**config.mk**
```make
export PLATFORM = sky130hd
export DESIGN_NAME = scan_sequencer
export DESIGN_NICKNAME = d
export VERILOG_FILES = /design/src/rtl/scan_pkg.sv /design/src/rtl/scan_regs.sv /design/src/rtl/scan_sequencer.sv
export SDC_FILE = /design/constraint.sdc
export NUM_CORES = 1
export LEC_CHECK = 0
export ABC_AREA = 1
export BUFFER_PORTS_ARGS = -buffer_cell sky130_fd_sc_hd__buf_4
export CAP_MARGIN = 20
export CORE_MARGIN = 10
export CORE_UTILIZATION = 54
export DETAILED_ROUTE_END_ITERATION = 8
export PLACE_DENSITY = 0.84
export RECOVER_POWER = 100
export SETUP_SLACK_MARGIN = 0.05
export SYNTH_ARGS = -nofsm -noshare
export SYNTH_HDL_FRONTEND = slang
export SYNTH_HIERARCHICAL = 1
export SYNTH_SLANG_ARGS = --single-unit
export TNS_END_PERCENT = 30
```
**constraint.sdc**
```tcl
create_clock -name clk -period 6.39 [get_ports clk]
set_input_delay 0.9585 -clock clk [delete_from_list [all_inputs] [get_ports clk]]
set_output_delay 0.9585 -clock clk [all_outputs]
set_load 0.005 [all_outputs]
```
**src/rtl/scan_pkg.sv**
```systemverilog
// Shared constants for the threshold scan sequencer: state codes, register
// offsets and CTRL/STATUS bit positions.
package scan_pkg;

    // Sequencer states
    localparam logic [2:0] StIdle    = 3'd0;
    localparam logic [2:0] StLoad    = 3'd1;
    localparam logic [2:0] StWaitDac = 3'd2;
    localparam logic [2:0] StSettle  = 3'd3;
    localparam logic [2:0] StStart   = 3'd4;
    localparam logic [2:0] StArm     = 3'd5;
    localparam logic [2:0] StRun     = 3'd6;
    localparam logic [2:0] StOut     = 3'd7;

    // Register offsets from the block base address
    localparam logic [7:0] RegCtrl    = 8'd0;
    localparam logic [7:0] RegStatus  = 8'd1;
    localparam logic [7:0] RegDacLo   = 8'd2;
    localparam logic [7:0] RegDacHi   = 8'd3;
    localparam logic [7:0] RegDacStep = 8'd4;
    localparam logic [7:0] RegNSteps  = 8'd5;
    localparam logic [7:0] RegGate    = 8'd6;
    localparam logic [7:0] RegCurStep = 8'd7;

    // CTRL and STATUS bit positions
    localparam int unsigned CtrlGoBit     = 0;
    localparam int unsigned CtrlAbortBit  = 1;
    localparam int unsigned StatusBusyBit = 0;
    localparam int unsigned StatusDoneBit = 1;
    localparam int unsigned StatusSatBit  = 2;

endpackage

```
**src/rtl/scan_regs.sv**
```systemverilog
// Host register file for the scan sequencer: bus decode, config storage,
// registered readback and self-clearing GO/ABORT strobes.
module scan_regs
    import scan_pkg::*;
#(
    parameter int unsigned DAC_W     = 12,  // supported range 9..16
    parameter logic [7:0]  BASE_ADDR = 8'h40
) (
    input  logic             clk,
    input  logic             res,
    input  logic [7:0]       addr,
    input  logic [7:0]       data_in,
    input  logic             we,
    output logic [7:0]       data_out,
    input  logic             busy,
    input  logic             done,
    input  logic             sat,
    input  logic [7:0]       cur_step,
    output logic             go,
    output logic             abort,
    output logic [DAC_W-1:0] dac_start,
    output logic [7:0]       dac_step,
    output logic [7:0]       n_steps,
    output logic [7:0]       gate_sec
);

    logic [7:0] off;
    logic [7:0] rd_val;

    // Offsets wrap, so anything below BASE_ADDR lands far above 7 and decodes as unmapped.
    assign off = addr - BASE_ADDR;

    // GO/ABORT exist only for the cycle of the write, so they clear themselves.
    assign go    = we && (off == RegCtrl) && data_in[CtrlGoBit];
    assign abort = we && (off == RegCtrl) && data_in[CtrlAbortBit];

    // Config register writes
    always_ff @(posedge clk) begin
        if (res) begin
            dac_start <= '0;
            dac_step  <= '0;
            n_steps   <= '0;
            gate_sec  <= '0;
        end else if (we) begin
            case (off)
                RegDacLo:   dac_start[7:0]       <= data_in;
                RegDacHi:   dac_start[DAC_W-1:8] <= data_in[DAC_W-9:0];
                RegDacStep: dac_step             <= data_in;
                RegNSteps:  n_steps              <= data_in;
                RegGate:    gate_sec             <= data_in;
                default: ;
            endcase
        end
    end

    // Readback mux
    always_comb begin
        rd_val = '0;
        case (off)
            RegStatus: begin
                rd_val[StatusBusyBit] = busy;
                rd_val[StatusDoneBit] = done;
                rd_val[StatusSatBit]  = sat;
            end
            RegDacLo:   rd_val = dac_start[7:0];
            RegDacHi:   rd_val = {{(16-DAC_W){1'b0}}, dac_start[DAC_W-1:8]};
            RegDacStep: rd_val = dac_step;
            RegNSteps:  rd_val = n_steps;
            RegGate:    rd_val = gate_sec;
            RegCurStep: rd_val = cur_step;
            default:    rd_val = '0;
        endcase
    end

    // Registered read data, one cycle behind addr
    always_ff @(posedge clk) begin
        if (res) begin
            data_out <= '0;
        end else begin
            data_out <= rd_val;
        end
    end

endmodule

```
**src/rtl/scan_sequencer.sv**
```systemverilog
// Threshold scan sequencer: steps the DAC threshold, runs the pulse counter
// once per step and streams one result record per step.
module scan_sequencer
    import scan_pkg::*;
#(
    parameter int unsigned DAC_W         = 12,
    parameter int unsigned SETTLE_CYCLES = 1000,
    parameter logic [7:0]  BASE_ADDR     = 8'h40
) (
    input  logic             clk,
    input  logic             res,
    input  logic [7:0]       addr,
    input  logic [7:0]       data_in,
    output logic [7:0]       data_out,
    input  logic             we,
    output logic [DAC_W-1:0] dac_value,
    output logic             dac_load,
    input  logic             dac_busy,
    output logic [7:0]       cnt_gate,
    output logic             cnt_start,
    input  logic             cnt_stop,
    input  logic [31:0]      cnt_data,
    input  logic [31:0]      cnt_time,
    output logic             res_valid,
    input  logic             res_ready,
    output logic [7:0]       res_step,
    output logic [DAC_W-1:0] res_dac,
    output logic [31:0]      res_data,
    output logic [31:0]      res_time,
    output logic             busy,
    output logic             done
);

    logic [2:0]       state_q;
    logic [7:0]       idx_q;
    logic [7:0]       n_q;
    logic [7:0]       step_q;
    logic [DAC_W-1:0] start_q;
    logic [31:0]      settle_q;
    logic             wait_first_q;
    logic             sat_q;

    logic             go;
    logic             abort;
    logic [DAC_W-1:0] cfg_dac_start;
    logic [7:0]       cfg_dac_step;
    logic [7:0]       cfg_n_steps;
    logic [7:0]       cfg_gate_sec;

    logic [15:0]      prod;
    logic [DAC_W+7:0] dac_sum;
    logic             dac_ovf;
    logic [7:0]       idx_next;

    scan_regs #(
        .DAC_W    (DAC_W),
        .BASE_ADDR(BASE_ADDR)
    ) u_regs (
        .clk      (clk),
        .res      (res),
        .addr     (addr),
        .data_in  (data_in),
        .we       (we),
        .data_out (data_out),
        .busy     (busy),
        .done     (done),
        .sat      (sat_q),
        .cur_step (idx_q),
        .go       (go),
        .abort    (abort),
        .dac_start(cfg_dac_start),
        .dac_step (cfg_dac_step),
        .n_steps  (cfg_n_steps),
        .gate_sec (cfg_gate_sec)
    );

    // Threshold for the current step, wide enough to detect overflow past full scale
    assign prod     = idx_q * step_q;
    assign dac_sum  = {8'd0, start_q} + {{(DAC_W-8){1'b0}}, prod};
    assign dac_ovf  = |dac_sum[DAC_W+7:DAC_W];
    assign idx_next = idx_q + 8'd1;
    assign busy     = (state_q != StIdle);

    // Scan FSM, datapath and result stage
    always_ff @(posedge clk) begin
        if (res) begin
            state_q      <= StIdle;
            idx_q        <= '0;
            n_q          <= '0;
            step_q       <= '0;
            start_q      <= '0;
            settle_q     <= '0;
            wait_first_q <= 1'b0;
            sat_q        <= 1'b0;
            dac_value    <= '0;
            dac_load     <= 1'b0;
            cnt_gate     <= '0;
            cnt_start    <= 1'b0;
            res_valid    <= 1'b0;
            res_step     <= '0;
            res_dac      <= '0;
            res_data     <= '0;
            res_time     <= '0;
            done         <= 1'b0;
        end else begin
            dac_load  <= 1'b0;
            cnt_start <= 1'b0;
            if (abort && (state_q != StIdle)) begin
                state_q   <= StIdle;
                res_valid <= 1'b0;
            end else begin
                case (state_q)
                    StIdle: begin
                        if (go) begin
                            // Config is snapshotted here so host writes mid-scan stay pending.
                            start_q  <= cfg_dac_start;
                            step_q   <= cfg_dac_step;
                            n_q      <= cfg_n_steps;
                            cnt_gate <= cfg_gate_sec;
                            if (cfg_n_steps == 8'd0) begin
                                done <= 1'b1;
                            end else begin
                                idx_q   <= '0;
                                done    <= 1'b0;
                                sat_q   <= 1'b0;
                                state_q <= StLoad;
                            end
                        end
                    end
                    StLoad: begin
                        if (dac_ovf) begin
                            dac_value <= '1;
                            sat_q     <= 1'b1;
                        end else begin
                            dac_value <= dac_sum[DAC_W-1:0];
                        end
                        dac_load     <= 1'b1;
                        wait_first_q <= 1'b1;
                        state_q      <= StWaitDac;
                    end
                    StWaitDac: begin
                        // Busy from the DAC driver cannot rise before it has seen dac_load.
                        if (wait_first_q) begin
                            wait_first_q <= 1'b0;
                        end else if (!dac_busy) begin
                            settle_q <= SETTLE_CYCLES - 1;
                            state_q  <= StSettle;
                        end
                    end
                    StSettle: begin
                        if (settle_q == 32'd0) begin
                            state_q <= StStart;
                        end else begin
                            settle_q <= settle_q - 32'd1;
                        end
                    end
                    StStart: begin
                        cnt_start <= 1'b1;
                        state_q   <= StArm;
                    end
                    StArm: begin
                        if (!cnt_stop) begin
                            state_q <= StRun;
                        end
                    end
                    StRun: begin
                        if (cnt_stop) begin
                            res_data  <= cnt_data;
                            res_time  <= cnt_time;
                            res_step  <= idx_q;
                            res_dac   <= dac_value;
                            res_valid <= 1'b1;
                            state_q   <= StOut;
                        end
                    end
                    StOut: begin
                        if (res_ready) begin
                            res_valid <= 1'b0;
                            idx_q     <= idx_next;
                            if (idx_next == n_q) begin
                                done    <= 1'b1;
                                state_q <= StIdle;
                            end else begin
                                state_q <= StLoad;
                            end
                        end
                    end
                    default: state_q <= StIdle;
                endcase
            end
        end
    end

endmodule

```
==> results.json <==
{
  "detail-route-antenna-nets": 0,
  "final_util_pct": 64.2,
  "maxSlewViolCount": 101,
  "ys_seq_area_share_pct": 35.9,
  "drtPass1Iterations": 7,
  "grt_pass1_wl_mm": 57.8,
  "fin_worst_skew_ns": 0.0179,
  "setup_viol": 0,
  "clock_path_buffers": 3,
  "num_vias": 11900,
  "dp_hpwl_mm": 27.0,
  "yosysTopAreaCell": "dfxtp_1",
  "numPortBuffers": 202,
  "hold_class": "flip-flop to flip-flop",
  "root_buffer": "clkbuf_16",
  "cts.htree.levels": 1,
  "cts.clk_slew.worst_paths_ns": 0.06,
  "crit_chain": "clkbuf_4 > inv_1 > nand2_2 > nor2_1 > nand3_1 > nor2_1 > inv_1 > nor2_1 > inv_1 > clkbuf_1 > or2_2 > nand2_1 > a21oi_1",
  "drc": 0,
  "rows": 55,
  "crit_type": "primary input to flip-flop",
  "finalCritPeriodShare_pct": 83.8,
  "dpl_cell_area_um2": 14100,
  "hold_violations": 0,
  "crit_buf_inv": 5,
  "n_antenna_cell": 0,
  "worstPathRequired_ns": 6.76,
  "syn-num-nets": 1932,
  "drt_wl_total_mm": 36.4,
  "design_area_um2": 14600,
  "synth_cell_types": 41,
  "cpPeakStageDelay_ns": 2.13,
  "layout-drive-gt1-share_pct": 12.3,
  "dp_cells": 2193,
  "cts_made_buffers": 26,
  "cp_max_fo": 50,
  "synthTopCellsByArea": "dfxtp_1 (36%), nor2_1 (9.7%), nand2_1 (8.7%), fa_1 (7.7%), inv_1 (6.8%)",
  "setup-tns-final_ns": 0,
  "start_kind": "primary input",
  "slew-limit-headroom_pct": -96.4,
  "track_usage_pct": 23.8,
  "final_nets": 2085,
  "die_w_um": 172,
  "syn-mean-instance-area_um2": 7.14,
  "leakagePower_nw": 7.46,
  "avgViaCountPerCell": 5.30,
  "dieArea_um2": 29700,
  "crit_path_end_kind": "flip-flop",
  "power_density_nw_per_um2": 204,
  "outcome": "complete, but fails checks",
  "path_delay_family": "simple AND/OR/NAND/NOR gates",
  "fmax_mhz": 187,
  "vdd_ir_drop_max_v": 0.000232,
  "start_util_pct": 55.1,
  "synth_cells": 1756,
  "grt_max_degree": 99,
  "routedWlPerCell_um": 16.2,
  "violations": "capacitance limit, slew limit",
  "clkSinkCount": 225,
  "instances_no_fill": 2242,
  "cts_resized": 0,
  "yosys_warnings": 6,
  "rsz0062_at_grt": "false",
  "drv_cap": 3,
  "coreArea_um2": 22800,
  "yosys_register_bits": 225,
  "fin_crit_ns": 5.35,
  "yosysTopAreaCellShare_pct": 35.9,
  "crit_path_top_delay_cell": "nor2_1",
  "cts_hold_buf": 0,
  "grt_overflow": 0,
  "die_h_um": 172,
  "netlist_area_um2": 12500,
  "synthToLayoutAreaGrowth_pct": 16.6,
  "cts_setup_buffers": 0,
  "crit_arrival_ns": 5.73,
  "antenna_found_initial": 0,
  "cts_tree": "built",
  "max_slew.worst_pin.slew_ns": 2.94,
  "io_pins": 203,
  "clkLatencyLatePin_ns": 0.53,
  "gp_congestion": 0.938,
  "dr.first_iter.drc_count": 958,
  "grt_pass1_vias": 11600
}
-- through the flow --
step / power [mW] / hold slack (ns) / setup WS [ns]
final: 2.98 / 0.477 / 1.04
after floorplan: 1.48 / 0.437 / 1.86
after global routing: 3.07 / 0.501 / 0.531
after CTS: 3.00 / 0.477 / 1.37
after detailed placement: 1.53 / 0.467 / 1.37
after global placement: 1.53 / 0.454 / 1.55
-- cells in the final DEF, fill, tap and decap left out, types with 29 or more instances in the layout --
master,count
xor2_1,29
nand2_1,299
buf_4,89
ha_1,42
clkbuf_4,53
fa_1,48
clkbuf_1,72
nand3_1,92
dfxtp_1,225
o21ai_0,175
a21oi_1,112
nor2_1,331
inv_1,226
-- layer usage --
layer	part of all wire, %	track usage [%]
met1	39	28.3
met2	52	42.2
met3	6.3	4.13
met4	3.3	8.21
met5	0	0
-- state kept, by name, indices dropped and copies added (netlist names), 12 cells and up --
signal and flops:
res_data 32, u_regs/dac_start 12, settle_q 32, res_time 32, res_dac 12, dac_value 12, start_q 12
-- cell usage after synthesis (all sizes together) --
library cell,number
nand4,19
nand2,312
fa,48
nor3,4
o21ba,1
xnor2,6
ha,42
buf,28
nor2,338
o21ai,178
dfxtp,225
inv,233
a31oi,2
xor2,29
nand3,93
o211ai,2
o211a,1
and2,2
clkinv,1
clkbuf,57
a21oi,128
nor4,2
or2,5
-- cell families (layout without fill, tap and decap cells) --
logic type | after synthesis | in the layout | share of synthesized area (%)
DFF | 225 | 225 | 35.9
AOI/OAI and AO/OA | 312 | 312 | 13.3
buffers and inverters | 319 | 492 | 10.4
xor gates and xnor gates | 35 | 35 | 2.44
and+or+nand+nor | 775 | 775 | 26.1
adders and majority gates | 90 | 90 | 11.8
-- tightest hold or removal path, delay by kind of cell (launching register included) --
family	cells	cell delay, ns
flip-flops	1	0.31
AO/OA/AOI/OAI	1	0.05
buffers and inverters	1	0.06
-- cell type report --
cell class | instances | area, um2
fillers | 2037 | 8150
multi-input cells | 1212 | 6650
flip-flops and latches | 225 | 4500
repair buffers | 210 | 1340
inverters | 234 | 881
clock buffers | 35 | 736
well taps | 313 | 392
clock inverters | 13 | 128
-- path summary, 6_finish.rpt --
path | from | to | slack (ns) | cells after the start
max | addr[4] | sat_q$_SDFFE_PP0P_ | 1.04 | 13
min | u_regs/gate_sec[7]$_SDFFE_PP0P_ | u_regs/gate_sec[7]$_SDFFE_PP0P_ | 0.48 | 2
max reg2reg | idx_q[0]$_SDFFE_PP0P_ | dac_value[7]$_SDFFE_PP0P_ | 1.18 | 22
min reg2reg | u_regs/gate_sec[7]$_SDFFE_PP0P_ | u_regs/gate_sec[7]$_SDFFE_PP0P_ | 0.48 | 2
-- power by group --
group          leakage (nW)  total [mW]  switching (mW)  internal, mW
Sequential             1.81        1.40        0.000803          1.40
Combinational          5.23      0.0943          0.0522        0.0421
Clock                 0.425        1.48           0.594         0.891
Total                  7.46        2.98           0.647          2.34
Power figures use the tool's default switching activity.
